**src/rtl/gcd_pkg.sv**
```systemverilog
// ---------------------------------------------------------------------------
// gcd_pkg
//   Shared definitions for the gcd_seq engine:
//     gcd_state_e : FSM state encoding (IDLE/EVEN/ODD/DONE)
//     clog2()     : ceiling log2, used for the shared-power-of-two count width
// ---------------------------------------------------------------------------
package gcd_pkg;

    typedef enum logic [1:0] {
        GCD_IDLE = 2'd0,
        GCD_EVEN = 2'd1,
        GCD_ODD  = 2'd2,
        GCD_DONE = 2'd3
    } gcd_state_e;

    // Smallest r with 2**r >= v (clog2(1) = 0).
    function automatic int clog2(input int v);
        int r;
        r = 0;
        for (int i = 0; i < 31; i++) begin
            if ((1 << i) < v) r = i + 1;
        end
        return r;
    endfunction

endpackage

```
**src/rtl/gcd_stein_step.sv**
```systemverilog
// ---------------------------------------------------------------------------
// gcd_stein_step
//   Combinational single step of the binary (Stein) GCD algorithm.
//   Ports:
//     even_phase_i : 1 = strip common factors of two, 0 = odd-reduction phase
//     a_i, b_i     : current operands (W bits)
//     k_i          : common power of two removed so far (KW bits)
//     a_o, b_o, k_o: operand/count values after this step
//     to_odd_o     : even phase finished (at least one operand is odd)
//     done_o       : a == b with both odd, result ready
//     res_o        : a << k, the GCD when done_o is high
// ---------------------------------------------------------------------------
module gcd_stein_step #(
    parameter int W  = 8,
    parameter int KW = 4
) (
    input  logic          even_phase_i,
    input  logic [W-1:0]  a_i,
    input  logic [W-1:0]  b_i,
    input  logic [KW-1:0] k_i,
    output logic [W-1:0]  a_o,
    output logic [W-1:0]  b_o,
    output logic [KW-1:0] k_o,
    output logic          to_odd_o,
    output logic          done_o,
    output logic [W-1:0]  res_o
);

    always_comb begin
        a_o      = a_i;
        b_o      = b_i;
        k_o      = k_i;
        to_odd_o = 1'b0;
        done_o   = 1'b0;
        // Truncation to W bits is exact: the gcd never exceeds max(A,B).
        res_o    = a_i << k_i;

        if (even_phase_i) begin
            if (!a_i[0] && !b_i[0]) begin
                a_o = a_i >> 1;
                b_o = b_i >> 1;
                k_o = k_i + KW'(1);
            end else begin
                to_odd_o = 1'b1;
            end
        end else begin
            // One action per cycle; the compare guards the subtraction.
            if (!a_i[0])            a_o    = a_i >> 1;
            else if (!b_i[0])       b_o    = b_i >> 1;
            else if (a_i == b_i)    done_o = 1'b1;
            else if (a_i > b_i)     a_o    = a_i - b_i;
            else                    b_o    = b_i - a_i;
        end
    end

endmodule

```
**src/rtl/gcd_seq.sv**
```systemverilog
// ---------------------------------------------------------------------------
// gcd_seq
//   Multi-cycle binary GCD engine with valid/ready handshakes, one operation
//   in flight. Optional cycle counter enabled by defining GCD_CYCLES_EN.
//   Ports:
//     clk, rst_n           : clock, asynchronous active-low reset
//     in_valid / in_ready  : operand handshake (in_ready = engine idle)
//     A, B                 : W-bit unsigned operands, sampled on transfer
//     out_valid / out_ready: result handshake, GCD held while out_valid
//     GCD                  : W-bit result
//     CYCLES               : CW-bit EVEN/ODD cycle count (GCD_CYCLES_EN only)
// ---------------------------------------------------------------------------
module gcd_seq
    import gcd_pkg::*;
#(
    parameter int W  = 8,
    parameter int CW = 6
) (
    input  logic          clk,
    input  logic          rst_n,
    input  logic          in_valid,
    output logic          in_ready,
    input  logic [W-1:0]  A,
    input  logic [W-1:0]  B,
    output logic          out_valid,
    input  logic          out_ready,
    output logic [W-1:0]  GCD
`ifdef GCD_CYCLES_EN
    ,
    output logic [CW-1:0] CYCLES
`endif
);

    localparam int KW = clog2(W + 1);

    // The counter must be able to hold the worst-case latency of 4*W+2.
    if (CW < clog2(4 * W + 3)) begin : g_cw_too_small
        $error("gcd_seq: CW too small for 4*W+2");
    end

    gcd_state_e    state_q, state_d;
    logic [W-1:0]  a_q, a_d, b_q, b_d, gcd_q, gcd_d;
    logic [KW-1:0] k_q, k_d;

    logic [W-1:0]  step_a, step_b, step_res;
    logic [KW-1:0] step_k;
    logic          step_to_odd, step_done;

    gcd_stein_step #(.W(W), .KW(KW)) u_step (
        .even_phase_i (state_q == GCD_EVEN),
        .a_i          (a_q),
        .b_i          (b_q),
        .k_i          (k_q),
        .a_o          (step_a),
        .b_o          (step_b),
        .k_o          (step_k),
        .to_odd_o     (step_to_odd),
        .done_o       (step_done),
        .res_o        (step_res)
    );

    assign in_ready  = (state_q == GCD_IDLE);
    assign out_valid = (state_q == GCD_DONE);
    assign GCD       = gcd_q;

    always_comb begin
        state_d = state_q;
        a_d     = a_q;
        b_d     = b_q;
        k_d     = k_q;
        gcd_d   = gcd_q;
        unique case (state_q)
            GCD_IDLE: begin
                if (in_valid) begin
                    a_d = A;
                    b_d = B;
                    k_d = '0;
                    // gcd(x,0) = x and gcd(0,0) = 0 both fall out of A|B.
                    if (A == '0 || B == '0) begin
                        gcd_d   = A | B;
                        state_d = GCD_DONE;
                    end else begin
                        state_d = GCD_EVEN;
                    end
                end
            end
            GCD_EVEN: begin
                a_d = step_a;
                b_d = step_b;
                k_d = step_k;
                if (step_to_odd) state_d = GCD_ODD;
            end
            GCD_ODD: begin
                a_d = step_a;
                b_d = step_b;
                if (step_done) begin
                    gcd_d   = step_res;
                    state_d = GCD_DONE;
                end
            end
            GCD_DONE: begin
                if (out_ready) state_d = GCD_IDLE;
            end
            default: state_d = GCD_IDLE;
        endcase
    end

    always_ff @(posedge clk or negedge rst_n) begin
        if (!rst_n) begin
            state_q <= GCD_IDLE;
            a_q     <= '0;
            b_q     <= '0;
            k_q     <= '0;
            gcd_q   <= '0;
        end else begin
            state_q <= state_d;
            a_q     <= a_d;
            b_q     <= b_d;
            k_q     <= k_d;
            gcd_q   <= gcd_d;
        end
    end

`ifdef GCD_CYCLES_EN
    logic [CW-1:0] cyc_q, cyc_d;

    always_comb begin
        cyc_d = cyc_q;
        if (state_q == GCD_IDLE && in_valid) begin
            cyc_d = '0;
        end else if ((state_q == GCD_EVEN || state_q == GCD_ODD) && cyc_q != '1) begin
            cyc_d = cyc_q + CW'(1);
        end
    end

    always_ff @(posedge clk or negedge rst_n) begin
        if (!rst_n) cyc_q <= '0;
        else        cyc_q <= cyc_d;
    end

    assign CYCLES = cyc_q;
`endif

endmodule

```
**config.mk**
```make
export PLATFORM = sky130hd
export DESIGN_NAME = gcd_seq
export DESIGN_NICKNAME = d
export VERILOG_FILES = /design/src/rtl/gcd_pkg.sv /design/src/rtl/gcd_stein_step.sv /design/src/rtl/gcd_seq.sv
export SDC_FILE = /design/constraint.sdc
export NUM_CORES = 1
export LEC_CHECK = 0
export BUFFER_PORTS_ARGS = -buffer_cell sky130_fd_sc_hd__buf_2
export CAP_MARGIN = 15
export CORE_AREA = 2 2 76 78
export CTS_CLUSTER_DIAMETER = 100
export CTS_CLUSTER_SIZE = 20
export DETAILED_ROUTE_END_ITERATION = 8
export DIE_AREA = 0 0 78 80
export GPL_ROUTABILITY_DRIVEN = 1
export PLACE_DENSITY = 0.71
export SLEW_MARGIN = 20
export SYNTH_ARGS = -nofsm -noshare
export SYNTH_HDL_FRONTEND = slang
export SYNTH_SLANG_ARGS = --single-unit
```
**constraint.sdc**
```tcl
create_clock -name clk -period 4.39 [get_ports clk]
set_input_delay 0.2195 -clock clk [delete_from_list [all_inputs] [get_ports clk]]
set_output_delay 0.2195 -clock clk [all_outputs]
set_load 0.03 [all_outputs]
```
Word-level counts from Yosys, hierarchy flattened
Cells that the tools add are included.
{"block": "totals", "wordCells": 83, "out_inout_bits": 10, "register_bits": 30}
{"block": "op_classes", "n_eq_ne": 17, "n_bitwise": 1, "muxes": 35, "shifts": 1, "add_sub_neg": 3, "n_lt_le_gt_ge": 1, "reduce_logical": 18}
{"cell": "8-bit 2-to-1 mux", "n": 17}
{"cell": "8-bit case mux with 2 select lines", "n": 3}
{"cell": "8-bit logical NOT", "n": 2}
{"cell": "8-bit subtractor", "n": 2}
{"cell": "4-bit by 3-bit != test with 1-bit output (second input constant)", "n": 3}
{"cell": "4-bit AND reduction", "n": 3}
{"cell": "6-bit AND reduction", "n": 2}
{"cell": "2-bit 2-to-1 mux", "n": 5}
{"cell": "8-bit equality test", "n": 1}
{"cell": "8-bit greater-than comparator", "n": 1}
{"cell": "4-bit 2-to-1 mux", "n": 2}
{"cell": "2-bit != test (second input constant)", "n": 4}
{"cell": "4-bit by 2-bit != test with 1-bit output (second input constant)", "n": 2}
{"cell": "8-bit bitwise OR", "n": 1}
{"cell": "2-bit case mux with 4 select lines", "n": 1}
{"cell": "4-bit case mux with 2 select lines", "n": 1}
{"cell": "8-bit by 4-bit left shift with 8-bit output", "n": 1}
{"cell": "1-bit 2-to-1 mux", "n": 6}
{"cell": "3-bit AND reduction", "n": 2}
{"cell": "2-bit nonzero test", "n": 3}
{"cell": "4-bit by 1-bit adder with 4-bit output (second input constant)", "n": 1}
{"cell": "2-bit equality test (second input constant)", "n": 2}
{"cell": "2-bit by 1-bit != test with 1-bit output (second input constant)", "n": 2}
{"cell": "3-bit by 1-bit != test with 1-bit output (second input constant)", "n": 1}
{"cell": "other kinds (7)", "n": 8}

Depth between registers and ports, before layout
{"block": "logic_depth", "ltp_word": 7, "ltp_mapped": 10}

Hierarchy
Synthesis repeated with hierarchy kept, for this count alone.
{"block": "hier_totals", "cells_unflattened": 371, "area_unflattened_um2": 3032.9}
{"module": "gcd_seq", "area_each_um2": 1561.5, "instances": 1, "cells_each": 148}
{"module": "gcd_stein_step", "area_each_um2": 1471.4, "instances": 1, "cells_each": 223}

Worst setup path after synthesis
OpenSTA, ideal clock, no wires.
{"block": "synth_timing", "path_kind": "register to register", "from": "reg a_q[4]", "to": "reg gcd_q[0] (netlist: GCD[0])", "arrival_ns": 2.218, "path_slack_ns": 2.047, "n_path_buf": 2, "stages_incl_launch_ff": 10, "synth_period_minus_slack_ns": 2.343, "required_time_ns": 4.265, "path_cell_list": "dfrtp_1 -> inv_1 -> ha_1 -> buf_2 -> nand4_2 -> o41ai_4 -> nand2_1 -> or3_1 -> buf_6 -> mux2_4"}
{"block": "synth_between", "elab_chain_cells": 7, "elab_cells_between_ends": 10, "classes_between": "eq/ne (2); shift (1); mux (6); reduce/logical (1)"}
{"element": "start, declared", "line_no": "gcd_seq.sv:42", "source": "logic [W-1:0] a_q, a_d, b_q, b_d, gcd_q, gcd_d;"}
{"element": "start signal, assigned", "line_no": "gcd_seq.sv:111", "source": "a_q <= '0;"}
{"element": "start signal, assigned", "line_no": "gcd_seq.sv:117", "source": "a_q <= a_d;"}
{"element": "8-bit equality test", "line_no": "gcd_stein_step.sv:50", "source": "else if (a_i == b_i) done_o = 1'b1;"}
{"element": "1-bit 2-to-1 mux", "line_no": "gcd_stein_step.sv:50"}
{"element": "1-bit 2-to-1 mux", "line_no": "gcd_stein_step.sv:49", "source": "else if (!b_i[0]) b_o = b_i >> 1;"}
{"element": "1-bit 2-to-1 mux", "line_no": "gcd_stein_step.sv:48", "source": "if (!a_i[0]) a_o = a_i >> 1;"}
{"element": "1-bit 2-to-1 mux", "line_no": "gcd_stein_step.sv:38", "source": "if (even_phase_i) begin"}
{"element": "2-bit != test (no line)"}
{"element": "4-bit AND reduction (no line)"}
{"element": "end signal, assigned", "line_no": "gcd_seq.sv:120", "source": "gcd_q <= gcd_d;"}
{"element": "end, declared", "line_no": "gcd_seq.sv:42"}
Several ways; a longest one is shown, not always the timed one. The select of a mux whose other input is x is not followed.
A chain may end at the register's enable or synchronous reset.

Final worst setup path
{"block": "layout_timing", "from": "reg a_q[2]", "to": "reg b_q[7]"}
{"block": "layout_between", "elab_chain_cells": 7, "elab_cells_between_ends": 12, "classes_between": "add/sub (1); order compare (1); eq/ne (3); mux (6); reduce/logical (1)"}
{"element": "8-bit subtractor", "line_no": "gcd_stein_step.sv:52", "source": "else b_o = b_i - a_i;"}
{"element": "8-bit 2-to-1 mux", "line_no": "gcd_stein_step.sv:51", "source": "else if (a_i > b_i) a_o = a_i - b_i;"}
{"element": "8-bit 2-to-1 mux", "line_no": "gcd_stein_step.sv:50"}
{"element": "8-bit 2-to-1 mux", "line_no": "gcd_stein_step.sv:49"}
{"element": "8-bit 2-to-1 mux", "line_no": "gcd_stein_step.sv:48"}
{"element": "8-bit 2-to-1 mux", "line_no": "gcd_stein_step.sv:38"}
{"element": "8-bit case mux with 2 select lines", "line_no": "gcd_seq.sv:72", "source": "unique case (state_q)"}
{"element": "end signal, assigned", "line_no": "gcd_seq.sv:112", "source": "b_q <= '0;"}
{"element": "end signal, assigned", "line_no": "gcd_seq.sv:118", "source": "b_q <= b_d;"}
{"element": "end, declared", "line_no": "gcd_seq.sv:42"}
Several ways; a longest one is shown, not always the timed one. The select of a mux whose other input is x is not followed.

==> results.yml <==
setup_path:
  critPathBufInv: 1
  r2r_cells: 7
  crit_type: "reg -> reg"
  reg2reg_slack_ns: 1.55
  regToRegStartpoint: "a_q[2]$_DFFE_PN0P_"
  path_max_fanout: 15
  start_kind: "flop"
  r2r-end: "b_q[7]$_DFFE_PN0P_"
  slowest_delay_ns: 0.55
  critPathSlowestCell: "o21ai_1"
  crit_chain: "inv_1 -> ha_1 -> nand4b_1 -> and3_1 -> o21a_1 -> o21ai_1 -> mux2i_1"
  path_delay_family: "compound AO/OA/AOI/OAI gates"
  crit_path_start: "a_q[2]$_DFFE_PN0P_"
  endpoint_kind: "flop"
  arrival_ns: 3.05
  critPathRequiredTime_ns: 4.60
final_layout:
  antenna_cells: 0
  synthToLayoutAreaGrowth_pct: 8.81
  fin_nets: 401
  fillers: 505
  final-seq-area_um2: 751
  multi_input_area_um2: 1950
  drive_gt1_frac: 0.159
floorplan:
  row_count: 27
  start_util: 0.539
  chipHeight_um: 80
  fp.coreArea_um2: 5410
  io_pins: 30
  die_x_um: 78
  dieArea_um2: 6240
yosys:
  synth_cell_types: 64
  yosys.area_share.xor_xnor: 0.00902
  synthAdderAreaFrac: 0.104
  synth_flop_cell: "dfrtp_1"
  async_reset_ff_frac: 1.00
  synth-compound-area-share: 0.267
  synth.cell_area_um2: 2910
  synth.net_count: 381
  synth-edff-count: 0
  yosys.area_share.simple: 0.175
  ys_seq_area_frac: 0.258
  syn_inst: 338
  synth_mux_area_frac: 0.113
  synth_seq_cells: 30
  yosysWarningCount: 0
  syn_avg_cell_area_um2: 8.61
  synth_top_family_by_area: "compound AO/OA/AOI/OAI gates"
clock_tree:
  root_buffer: "clkbuf_8"
  clk_pin_slew_ns: 0.07
  cts_buffers: 5
  cts_htree_levels: 2
  post_cts.repair.setup_buffers: 0
  clkLatencyLatePin_ns: 0.29
  cts_tree: "yes"
  clock_path_buffers: 2
  cts.sinks: 30
grt:
  grt_start_max_net_pins: 36
  grt_pass1_wl_um: 12500
  grt_pass1_vias: 2588
  overflow: 0
  grt_usage: 0.256
  antenna_found_initial: 0
worst_hold_path:
  min-delay-start: "in_valid"
  min_to: "k_q[3]$_DFFE_PN0P_"
  min_path_type: "in -> reg"
  whs_path_depth: 3
flow_run:
  maxCapViolations: 0
timing:
  fin_worst_skew_ns: 0.00395
  min_period_ns: 2.84
  hold_violations: 0
  setup_violations: 0
  worst_pin_slew_ns: 0.976
  maxSlewViolCount: 0
  max_freq_mhz: 353
  layout_worst_path_cycle_share: 0.646
  grt_setup_unrepaired: "no"
  tns_ns: 0
  slew_headroom: 0.349
place:
  finalWeightedCongestion: 0.897
  port_buffers: 29
  dpl.hpwl_um: 5880
detailed_routing:
  vias: 2743
  avgViaCountPerCell: 6.36
  wl_per_cell_um: 17.8
  drtIter0Drc: 146
  route.detailed.drc: 0
  drt-pass1-iter-count: 5
  drt.antenna.violating_nets: 0
  wl_um: 7690
status:
  status: "finished, final reports clean"
## area by class of cell
class | instances | area share
clock inverter | 2 | 0.00395
sequential | 30 | 0.237
tap | 72 | 0.0284
inverter | 35 | 0.0415
timing repair buffer | 30 | 0.0490
clock buffer | 6 | 0.0261
multi-input combinational | 256 | 0.614
## registers in the layout, indices dropped and copies added, names as in the netlist
| signal | flops |
|---|---|
| k_q | 4 |
| b_q | 8 |
| state_q | 2 |
| a_q | 8 |
| GCD | 8 |
## synthesized netlist by cell type, types with 2 or more instances
library cell  number  area, um^2
inv_1             35         131
dfrtp_1           30         751
o21ai_0           22         110
ha_1              21         263
nor2_1            21        78.8
a21oi_1           15        75.1
nand2_1           14        52.6
a31oi_1           11        68.8
clkbuf_1          11        41.3
mux2i_1           11         110
o221ai_1           9        78.8
nand3_1            8        40.0
nor2b_1            8        50.1
o22ai_1            8        50.1
mux2_2             7        78.8
mux2_4             7         105
nand2b_1           7        43.8
o2bb2ai_1          6        52.6
buf_2              4        20.0
nor3_1             4        20.0
nor3b_1            4        30.0
nor4_1             4        25.0
o31ai_1            4        30.0
a211oi_1           3        22.5
a21o_1             3        22.5
and3_1             3        18.8
nand4_1            3        18.8
o21a_1             3        22.5
o21ai_1            3        15.0
o22a_1             3        26.3
or3_1              3        18.8
or4_1              3        22.5
a22o_1             2        17.5
buf_6              2        22.5
fa_1               2        40.0
nand3b_1           2        15.0
nand4b_1           2        17.5
o2111ai_1          2        17.5
o311ai_0           2        17.5
xnor2_1            2        17.5
## metal layers
metal	vias up	GRT usage	part of all wire
li1	1307	-	-
met2	102	0.427	0.47
met1	1317	0.335	0.44
met3	17	0.0430	0.069
met5	-	0	0
met4	0	0.0912	0.021
## cell usage in the layout, fill, tap and decap left out, types with 6 or more instances in the layout
master	netlist	routed
a21oi_1	15	15
a31oi_1	11	11
buf_2	4	29
clkbuf_8	0	6
dfrtp_1	30	30
ha_1	21	21
inv_1	35	35
mux2_2	7	7
mux2_4	7	7
mux2i_1	11	11
nand2_1	14	14
nand2b_1	7	7
nand3_1	8	8
nor2_1	21	21
nor2b_1	8	8
o21ai_0	22	22
o221ai_1	9	9
o22ai_1	8	8
o2bb2ai_1	6	6
## how the worst max path moves through the flow
stage | slack (ns) | cells past startpoint | to
floorplan | 2.05 | 9 | GCD[0]$_DFFE_PN0P_
global placement | 1.63 | 7 | GCD[6]$_DFFE_PN0P_
detailed placement | 1.60 | 7 | GCD[7]$_DFFE_PN0P_
CTS | 1.60 | 7 | GCD[7]$_DFFE_PN0P_
global route | 1.30 | 6 | b_q[7]$_DFFE_PN0P_
finish | 1.55 | 7 | b_q[7]$_DFFE_PN0P_
## kinds of logic after synthesis
group / count (synthesis)
DFF: 30
buffers and inverters: 52
adders and majority gates: 23
muxes: 27
and+or+nand+nor: 93
AOI/OAI and AO/OA: 110
xor gates and xnor gates: 3
## what timing repair did
item | 4_1_cts | 5_1_grt
hold endpoints to repair | 18 | 0
resized for setup | 0 | 0
hold buffers | 1 | 0
## worst min-delay path: stages
cell	delay, ns
buf_2	0.10
o311ai_0	0.11
nor2_1	0.09
## per-stage QoR
step                      hold slack [ns]  utilization  setup WS (ns)  cells  cell area [um^2]
after floorplan                   -0.0761            -           2.05    338              2910
after global placement              0.305        0.567           1.63    422              3060
after detailed placement            0.307        0.567           1.60    422              3060
after CTS                           0.264        0.586           1.60    431              3170
after global routing                0.311        0.586           1.30    431              3170
final                               0.273        0.586           1.55    431              3170
Power is not shown: default switching activity piles up to over one toggle a cycle in this logic, so the estimate is an artifact.
